### config.mk
export PLATFORM = sky130hd
export DESIGN_NAME = ct_spsram_req_ctrl_flat
export DESIGN_NICKNAME = d
export VERILOG_FILES = /design/src/rtl/ct_spsram_pkg.sv /design/src/rtl/ct_spsram_req_ctrl_if.sv /design/src/rtl/ct_spsram_rsp_fifo.sv /design/src/rtl/ct_spsram_req_ctrl.sv /design/src/flat_wrapper.sv
export SDC_FILE = /design/constraint.sdc
export NUM_CORES = 1
export LEC_CHECK = 0
export BUFFER_PORTS_ARGS = -buffer_cell sky130_fd_sc_hd__buf_4
export CAP_MARGIN = 10
export CORE_AREA = 2 2 312 314
export CTS_CLUSTER_DIAMETER = 100
export DETAILED_ROUTE_END_ITERATION = 10
export DIE_AREA = 0 0 314 316
export MAX_ROUTING_LAYER = met4
export PLACE_DENSITY = 0.42
export SLEW_MARGIN = 20
export SYNTH_ARGS = -nofsm -noshare
export SYNTH_HDL_FRONTEND = slang
export SYNTH_SLANG_ARGS = --single-unit
### constraint.sdc
create_clock -name forever_cpuclk -period 17 [get_ports forever_cpuclk]
set_input_delay 5.1 -clock forever_cpuclk [delete_from_list [all_inputs] [get_ports forever_cpuclk]]
set_output_delay 5.1 -clock forever_cpuclk [all_outputs]
set_load 0.02 [all_outputs]
### src/rtl/ct_spsram_pkg.sv
// Shared constants for the single-port SRAM request controller: SRAM geometry,
// idle levels of the active-low SRAM pins and the request-type encoding.
package ct_spsram_pkg;

    localparam int unsigned ADDR_WIDTH = 10;
    localparam int unsigned DATA_WIDTH = 128;

    localparam logic                  CEN_IDLE  = 1'b1;
    localparam logic                  GWEN_IDLE = 1'b1;
    localparam logic [DATA_WIDTH-1:0] WEN_IDLE  = '1;

    typedef enum logic {
        REQ_RD = 1'b0,
        REQ_WR = 1'b1
    } req_type_e;

endpackage

### src/rtl/ct_spsram_req_ctrl_if.sv
// Request/response handshake bundle between a cache/buffer controller (master)
// and the SRAM request controller (slave).
interface ct_spsram_req_ctrl_if #(
    parameter int unsigned ADDR_WIDTH = ct_spsram_pkg::ADDR_WIDTH,
    parameter int unsigned DATA_WIDTH = ct_spsram_pkg::DATA_WIDTH
);

    logic                  req_vld;
    logic                  req_rdy;
    logic                  req_wr;
    logic [ADDR_WIDTH-1:0] req_addr;
    logic [DATA_WIDTH-1:0] req_wdata;
    logic [DATA_WIDTH-1:0] req_bmask;
    logic                  rsp_vld;
    logic                  rsp_rdy;
    logic [DATA_WIDTH-1:0] rsp_rdata;

    modport master (
        output req_vld, req_wr, req_addr, req_wdata, req_bmask, rsp_rdy,
        input  req_rdy, rsp_vld, rsp_rdata
    );

    modport slave (
        input  req_vld, req_wr, req_addr, req_wdata, req_bmask, rsp_rdy,
        output req_rdy, rsp_vld, rsp_rdata
    );

endinterface

### src/rtl/ct_spsram_rsp_fifo.sv
// Synchronous response FIFO with occupancy count; pointers wrap modulo DEPTH so
// non-power-of-two depths work.
module ct_spsram_rsp_fifo #(
    parameter int unsigned DEPTH = 3,
    parameter int unsigned WIDTH = 128,
    localparam int unsigned CntW = $clog2(DEPTH + 1),
    localparam int unsigned PtrW = (DEPTH > 1) ? $clog2(DEPTH) : 1
) (
    input  logic             forever_cpuclk,
    input  logic             cpurst_b,
    input  logic             push,
    input  logic [WIDTH-1:0] wdata,
    input  logic             pop,
    output logic [WIDTH-1:0] rdata,
    output logic [CntW-1:0]  count
);

    localparam logic [PtrW-1:0] PtrLast = PtrW'(DEPTH - 1);

    logic [WIDTH-1:0] mem_q [DEPTH];
    logic [PtrW-1:0]  wr_ptr_q, wr_ptr_d;
    logic [PtrW-1:0]  rd_ptr_q, rd_ptr_d;
    logic [CntW-1:0]  count_q, count_d;

    always_comb begin
        wr_ptr_d = wr_ptr_q;
        rd_ptr_d = rd_ptr_q;
        count_d  = count_q;
        if (push) begin
            wr_ptr_d = (wr_ptr_q == PtrLast) ? '0 : wr_ptr_q + PtrW'(1);
        end
        if (pop) begin
            rd_ptr_d = (rd_ptr_q == PtrLast) ? '0 : rd_ptr_q + PtrW'(1);
        end
        unique case ({push, pop})
            2'b10:   count_d = count_q + CntW'(1);
            2'b01:   count_d = count_q - CntW'(1);
            default: count_d = count_q;
        endcase
    end

    always_ff @(posedge forever_cpuclk) begin
        if (!cpurst_b) begin
            wr_ptr_q <= '0;
            rd_ptr_q <= '0;
            count_q  <= '0;
        end else begin
            wr_ptr_q <= wr_ptr_d;
            rd_ptr_q <= rd_ptr_d;
            count_q  <= count_d;
        end
    end

    // Storage is not reset; only entries below count are ever presented.
    always_ff @(posedge forever_cpuclk) begin
        if (push) begin
            mem_q[wr_ptr_q] <= wdata;
        end
    end

    assign rdata = mem_q[rd_ptr_q];
    assign count = count_q;

    a_no_overflow : assert property (@(posedge forever_cpuclk) disable iff (!cpurst_b)
        !(push && !pop && (count_q == CntW'(DEPTH))));
    a_no_underflow : assert property (@(posedge forever_cpuclk) disable iff (!cpurst_b)
        !(pop && (count_q == '0)));

endmodule

### src/rtl/ct_spsram_req_ctrl.sv
// Valid/ready front end for a 1-cycle-latency single-port SRAM: drives the
// active-low SRAM pins, tracks the in-flight read and buffers read data.
module ct_spsram_req_ctrl #(
    parameter int unsigned ADDR_WIDTH = ct_spsram_pkg::ADDR_WIDTH,
    parameter int unsigned DATA_WIDTH = ct_spsram_pkg::DATA_WIDTH,
    parameter int unsigned RSP_DEPTH  = 3
) (
    input  logic                    forever_cpuclk,
    input  logic                    cpurst_b,
    ct_spsram_req_ctrl_if.slave     bus,
    output logic [ADDR_WIDTH-1:0]   sram_a,
    output logic                    sram_cen,
    output logic                    sram_gwen,
    output logic [DATA_WIDTH-1:0]   sram_wen,
    output logic [DATA_WIDTH-1:0]   sram_d,
    input  logic [DATA_WIDTH-1:0]   sram_q,
    output logic                    ctrl_idle
);

    import ct_spsram_pkg::*;

    localparam int unsigned  CntW   = $clog2(RSP_DEPTH + 1);
    localparam logic [CntW:0] DepthC = (CntW + 1)'(RSP_DEPTH);

    logic                  acc;
    logic                  push;
    logic                  pop;
    logic                  rd_inflight_q, rd_inflight_d;
    logic [CntW-1:0]       fifo_count;
    logic [CntW:0]         credit;
    logic [ADDR_WIDTH-1:0] a_q;
    logic [DATA_WIDTH-1:0] d_q;
    logic [DATA_WIDTH-1:0] fifo_rdata;

    // Every slot is reserved at accept time, so a read can never find the FIFO full.
    assign credit      = DepthC - {1'b0, fifo_count} - {{CntW{1'b0}}, rd_inflight_q};
    assign bus.req_rdy = cpurst_b & (credit != '0);
    assign acc         = bus.req_vld & bus.req_rdy;

    assign rd_inflight_d = acc & (bus.req_wr != REQ_WR);
    assign push          = cpurst_b & rd_inflight_q;
    assign pop           = bus.rsp_vld & bus.rsp_rdy;

    always_comb begin
        sram_cen  = CEN_IDLE;
        sram_gwen = GWEN_IDLE;
        sram_wen  = {DATA_WIDTH{WEN_IDLE[0]}};
        sram_a    = a_q;
        sram_d    = d_q;
        if (acc) begin
            sram_cen = ~CEN_IDLE;
            sram_a   = bus.req_addr;
            sram_d   = bus.req_wdata;
            if (bus.req_wr == REQ_WR) begin
                sram_gwen = ~GWEN_IDLE;
                sram_wen  = ~bus.req_bmask;
            end
        end
    end

    always_ff @(posedge forever_cpuclk) begin
        if (!cpurst_b) begin
            rd_inflight_q <= 1'b0;
            a_q           <= '0;
            d_q           <= '0;
        end else begin
            rd_inflight_q <= rd_inflight_d;
            if (acc) begin
                a_q <= bus.req_addr;
                d_q <= bus.req_wdata;
            end
        end
    end

    ct_spsram_rsp_fifo #(
        .DEPTH (RSP_DEPTH),
        .WIDTH (DATA_WIDTH)
    ) u_rsp_fifo (
        .forever_cpuclk (forever_cpuclk),
        .cpurst_b       (cpurst_b),
        .push           (push),
        .wdata          (sram_q),
        .pop            (pop),
        .rdata          (fifo_rdata),
        .count          (fifo_count)
    );

    assign bus.rsp_vld   = cpurst_b & (fifo_count != '0);
    assign bus.rsp_rdata = fifo_rdata;
    assign ctrl_idle     = ~cpurst_b | (~rd_inflight_q & (fifo_count == '0));

    a_push_follows_read : assert property (@(posedge forever_cpuclk) disable iff (!cpurst_b)
        push |-> $past(rd_inflight_d));
    a_credit_bounded : assert property (@(posedge forever_cpuclk) disable iff (!cpurst_b)
        ({1'b0, fifo_count} + {{CntW{1'b0}}, rd_inflight_q}) <= DepthC);

endmodule

### src/flat_wrapper.sv
// flat-port wrapper written by rule: the top's interface ports become plain ports
module ct_spsram_req_ctrl_flat import ct_spsram_pkg::*;
#(
    parameter int unsigned ADDR_WIDTH = ct_spsram_pkg::ADDR_WIDTH,
    parameter int unsigned DATA_WIDTH = ct_spsram_pkg::DATA_WIDTH,
    parameter int unsigned RSP_DEPTH  = 3
)
  (forever_cpuclk, cpurst_b, sram_a, sram_cen, sram_gwen, sram_wen, sram_d, sram_q, ctrl_idle, bus_req_vld, bus_req_wr, bus_req_addr, bus_req_wdata, bus_req_bmask, bus_rsp_rdy, bus_req_rdy, bus_rsp_vld, bus_rsp_rdata);
  ct_spsram_req_ctrl_if #(.ADDR_WIDTH(ADDR_WIDTH), .DATA_WIDTH(DATA_WIDTH)) bus_i ();
  input  logic forever_cpuclk;
  input  logic cpurst_b;
  output logic [ADDR_WIDTH-1:0] sram_a;
  output logic sram_cen;
  output logic sram_gwen;
  output logic [DATA_WIDTH-1:0] sram_wen;
  output logic [DATA_WIDTH-1:0] sram_d;
  input  logic [DATA_WIDTH-1:0] sram_q;
  output logic ctrl_idle;
  input wire logic [$bits(bus_i.req_vld)-1:0] bus_req_vld;
  input wire logic [$bits(bus_i.req_wr)-1:0] bus_req_wr;
  input wire logic [$bits(bus_i.req_addr)-1:0] bus_req_addr;
  input wire logic [$bits(bus_i.req_wdata)-1:0] bus_req_wdata;
  input wire logic [$bits(bus_i.req_bmask)-1:0] bus_req_bmask;
  input wire logic [$bits(bus_i.rsp_rdy)-1:0] bus_rsp_rdy;
  output wire logic [$bits(bus_i.req_rdy)-1:0] bus_req_rdy;
  output wire logic [$bits(bus_i.rsp_vld)-1:0] bus_rsp_vld;
  output wire logic [$bits(bus_i.rsp_rdata)-1:0] bus_rsp_rdata;
  assign bus_i.req_vld = bus_req_vld;
  assign bus_i.req_wr = bus_req_wr;
  assign bus_i.req_addr = bus_req_addr;
  assign bus_i.req_wdata = bus_req_wdata;
  assign bus_i.req_bmask = bus_req_bmask;
  assign bus_i.rsp_rdy = bus_rsp_rdy;
  assign bus_req_rdy = bus_i.req_rdy;
  assign bus_rsp_vld = bus_i.rsp_vld;
  assign bus_rsp_rdata = bus_i.rsp_rdata;
  ct_spsram_req_ctrl #(.ADDR_WIDTH(ADDR_WIDTH), .DATA_WIDTH(DATA_WIDTH), .RSP_DEPTH(RSP_DEPTH)) u_core (.forever_cpuclk(forever_cpuclk), .cpurst_b(cpurst_b), .bus(bus_i), .sram_a(sram_a), .sram_cen(sram_cen), .sram_gwen(sram_gwen), .sram_wen(sram_wen), .sram_d(sram_d), .sram_q(sram_q), .ctrl_idle(ctrl_idle));
endmodule
* Yosys cells after proc, flatten, opt, wreduce, memory -nomap -nowiden
Memory sizes are Yosys's and may differ from the RTL's. A register that Yosys moved wholly into a read port is not among the register bits. Cells that the tools add are included.
Operators by class: equal/unequal tests 4, muxes and demuxes 14, $add $sub $neg 6, reduce and logical (&&, ||, !) cells 4, bitwise logic cells 12
Operator list (count):
- $mux W128 | 3
- $not A128 Y128 | 1
- $mux W10 | 1
- $mux W2 | 4
- $and A1 B1 Y1 | 7
- $add A2 B1 Y2 const B | 3
- $eq A2 B2 Y1 const B | 3
- $mux W1 | 5
- $pmux W2 S2 | 1
- $reduce_bool A2 Y1 | 2
- $not A1 Y1 | 3
- $reduce_bool A3 Y1 | 1
- $sub A2 B2 Y3 const A | 1
- $sub A3 B1 Y3 | 1
- $eq A2 B1 Y1 const B | 1
- $logic_not A2 Y1 | 1
- $sub A2 B1 Y2 const B | 1
- $or A1 B1 Y1 | 1
Word-level totals: bits in registers 145, memories kept 1, output and inout port bits 399, input port bits 399, logic and storage cells 47, memory bits (writable) 384
Memories:
- u_core.u_rsp_fifo.mem_q | depth 3, width 128, rd ports 1, clocked after memory_dff 1, write ports 1, RTL line ct_spsram_rsp_fifo.sv:20 | logic [WIDTH-1:0] mem_q [DEPTH];

* Longest topological paths before layout
word-level depth 6, depth in mapped cells 8, depth with buffers taken out 5

* Cells and area by module
Synthesis repeated with hierarchy kept, for this count alone.
Second synthesis, totals: cell total of the unflattened synthesis 1902, area total of the unflattened synthesis 22220.1 um^2
Modules (own cells, without submodules):
- ct_spsram_rsp_fifo | area each 14636.5 um^2, cells an instance 841, instances 1, sequential area each 11691.2 um^2
- ct_spsram_req_ctrl | area each 7583.5 um^2, cells an instance 1061, instances 1, sequential area each 2782.7 um^2

* Least setup slack after synthesis
Ideal clock, no wire load.
kind input port to flip-flop, start in cpurst_b, end mem u_core.u_rsp_fifo.mem_q[1][0] (enable), stages 4, setup time 0.799 ns, setup slack 1.365 ns, data arrival time 14.837 ns, data required time 16.201 ns, cell sequence buf_2 buf_2 nand2_1 nor3b_1
On the way: longest elaborated chain between the ends 3
RTL lines:
- start: declaration | RTL line flat_wrapper.sv:11 | input logic cpurst_b;
- $and A1 B1 Y1 | RTL line ct_spsram_req_ctrl.sv:41 | assign push = cpurst_b & rd_inflight_q;
- $mux W1 | RTL line ct_spsram_rsp_fifo.sv:56 | if (push) begin
- $mux W1 (not written as such) | RTL line ct_spsram_rsp_fifo.sv:57 | mem_q[wr_ptr_q] <= wdata;
- end: declaration | RTL line ct_spsram_rsp_fifo.sv:20
Every way passes these cells.

* Final worst setup path
start in cpurst_b, end out sram_wen[126]
On the way: longest elaborated chain between the ends 3
RTL lines:
- $and A1 B1 Y1 | RTL line ct_spsram_req_ctrl.sv:37 | assign bus.req_rdy = cpurst_b & (credit != '0);
- $and A1 B1 Y1 | RTL line ct_spsram_req_ctrl.sv:38 | assign acc = bus.req_vld & bus.req_rdy;
- $mux W128 | RTL line ct_spsram_req_ctrl.sv:50 | if (acc) begin
- end: declaration | RTL line flat_wrapper.sv:15 | output logic [DATA_WIDTH-1:0] sram_wen;
Every way passes these cells.

==> flow_summary.json <==
{
  "period_needed_ps": 12260,
  "die-area_um2": 99200,
  "dpl_cell_area_um2": 29200,
  "yosysMostFrequentCell": "o21ai_0",
  "tns_ps": 0,
  "hold_viol_final": 0,
  "grt_pass1_wl_mm": 144,
  "avgSynthCellArea_um2": 11.6,
  "drt-pass1-iter-count": 7,
  "r2r-start": "u_core.u_rsp_fifo.count[0]",
  "routabilityCongestion": 1.03,
  "clock.fmax_mhz": 81.6,
  "peakVddDrop_v": 0.0000685,
  "seq_area_frac_synth_pct": 65.8,
  "ctsResizeCount": 0,
  "worstSetupStartpointType": "primary input",
  "yosysWarnings": 0,
  "dp_hpwl_mm": 82.7,
  "yosysTopAreaCellShare_pct": 52.4,
  "drtIter0Drc": 1159,
  "cts_hold_buf": 0,
  "synthCells": 1903,
  "cts_buffers": 66,
  "leakagePower_nw": 12.6,
  "drv_cap": 0,
  "synth_edf_count": 384,
  "crit_fanout": 129,
  "netlist_area_um2": 22000,
  "track_usage_pct": 21.6,
  "cts-root-buf": "clkbuf_16",
  "io_buffers": 797,
  "final_antenna_net_count": 0,
  "routed-via-count": 17300,
  "power.density_nw_per_um2": 102,
  "io_pins": 798,
  "total_power_w": 0.00320,
  "area_delta_synth_final_pct": 42.6,
  "drcViolationCount": 0,
  "grt_use_met2_pct": 36.8,
  "start_util_pct": 22.9,
  "clock_skew_ps": 28.0,
  "grt_max_degree": 208,
  "cts_max_level": 3,
  "netlist_top_cells_count": "o21ai_0, nand2_1, edfxtp_1",
  "endpoint": "sram_wen[126]",
  "cp-end-kind": "output pin",
  "reg2regPathDepth": 6,
  "fp.dieW_um": 314,
  "met3_usage_pct": 6.29,
  "grt_pass1_vias": 17300,
  "rsz0062_at_grt": "no",
  "clk_pin_slew_ps": 60,
  "clkSinkCount": 531,
  "core_um2": 96000,
  "worstMarginPinSlew_ps": 1220,
  "wirelength_mm": 107,
  "final_layout_size_suffix_gt1_share_pct": 33.9,
  "vias_per_cell": 4.33,
  "tritoncts": "done",
  "ff2ff_setup_slack_ps": 14240,
  "crit_arrival_ps": 7160,
  "post-cts-setup-buffers": 0,
  "hp-class": "flip-flop to flip-flop",
  "async_reset_ff_share_pct": 0,
  "globalRouteOverflowTotal": 0,
  "finalCritPeriodShare_pct": 72.1,
  "antenna_found_initial": 42,
  "synthFlopType": "edfxtp_1",
  "status": "complete, no violations",
  "clockBufferDepth": 3,
  "yosys.area.top_type": "edfxtp_1",
  "dp.cells": 3856,
  "ys_ff_latch": 531,
  "synth_area_leaders": "edfxtp_1, dfxtp_1, mux2i_1",
  "slew_headroom_pct": 18.8,
  "crit_required_ps": 11900,
  "syn_nets": 2305,
  "final_max_slew_viol_count": 0,
  "worst-setup-path-type": "primary input to output pin",
  "rows": 114,
  "dieHeight_um": 316,
  "final_cell_area_um2": 31400,
  "clk_latency_ps": 630,
  "nets": 3050,
  "busiest_layer": "met2",
  "setup_violations": 0,
  "wire_per_inst_um": 26.9,
  "netlist-cell-type-count": 27,
  "stdcell_count": 3981,
  "rr_endpoint": "u_core.d_q[59]",
  "final_util_pct": 32.7,
  "grt_use_met1_pct": 25.6,
  "startpoint": "cpurst_b"
}
[how the worst min path moves through the flow]
stage                                             start              to  cells past startpoint
final                     u_core.u_rsp_fifo.rd_ptr_q[1]       flip-flop                      1
after detailed placement                 u_core.d_q[12]  u_core.d_q[12]                      2
after CTS                 u_core.u_rsp_fifo.rd_ptr_q[1]       flip-flop                      1
after floorplan                          u_core.d_q[64]  u_core.d_q[64]                      2
after global placement    u_core.u_rsp_fifo.rd_ptr_q[1]       flip-flop                      1
after global routing                     u_core.d_q[20]  u_core.d_q[20]                      2
[worst max-delay path: stages]
cell and delay, ps:
buf_4 120, nand2_4 360, nor3b_4 350, buf_12 520, nand2_1 340, buf_4 250
[per-layer routing]
| layer | vias up | share of wire, % |
|---|---|---|
| met5 | - | 0 |
| met4 | 0 | 1.5 |
| met3 | 132 | 6.9 |
| met2 | 660 | 50 |
| met1 | 8353 | 42 |
| li1 | 8109 | - |
[cells by family after synthesis]
logic type	Yosys count	synth area share, %
multiplexers	268	12.2
XOR/XNOR	2	0.0796
AO/OA/AOI/OAI	411	9.40
flip-flops	531	65.8
adder cells (fa/ha/maj)	3	0.171
AND/OR/NAND/NOR	416	7.30
buffers and inverters	272	5.11
[state kept, by name (all words and copies together) (netlist names), named ones only]
register / cells
u_core.u_rsp_fifo.mem_q: 384
u_core.d_q: 128
u_core.a_q: 10
u_core.u_rsp_fifo.count: 2
u_core.u_rsp_fifo.rd_ptr_q: 2
u_core.u_rsp_fifo.wr_ptr_q: 2
u_core.rd_inflight_q: 1
[layout make-up]
type	count	area, um2
multi-input combinational	1100	6450
clock buffer	86	1760
sequential	531	14500
antenna	8	20.0
timing repair buffer	810	6160
tap	1276	1600
fill	9791	64600
inverter	139	522
clock inverter	31	389
[report_power, final]
group	internal, W	total, W	leakage [nW]	switching (W)
combinational	0.000165	0.000386	6.87	0.000220
clock	0.000805	0.00138	1.05	0.000573
sequential	0.00142	0.00144	4.68	0.0000163
total	0.00239	0.00320	12.6	0.000810
[layout by cell type, fill, tap and decap left out, drive strengths merged]
cell,netlist,routed
a21boi,1,1
a21oi,1,1
and2,3,3
and3b,1,1
buf,55,810
bufinv,0,4
clkbuf,78,86
clkinv,0,22
dfxtp,147,147
diode,0,8
edfxtp,384,384
ha,3,3
inv,139,144
mux2i,268,268
nand2,401,401
nand3,1,1
nand3b,1,1
nor2,3,3
nor2b,1,1
nor3,1,1
nor3b,3,3
o211a,1,1
o21a,1,1
o21ai,406,406
o22ai,1,1
or3,1,1
xnor2,2,2
[stage by stage]
stage,setup WS [ps],hold slack [ps]
3_3_place_gp,4720,447
2_1_floorplan,1360,443
5_1_grt,4640,481
6_report,4740,463
3_5_place_dp,4640,458
4_1_cts,4640,446
Power figures use the tool's default switching activity.
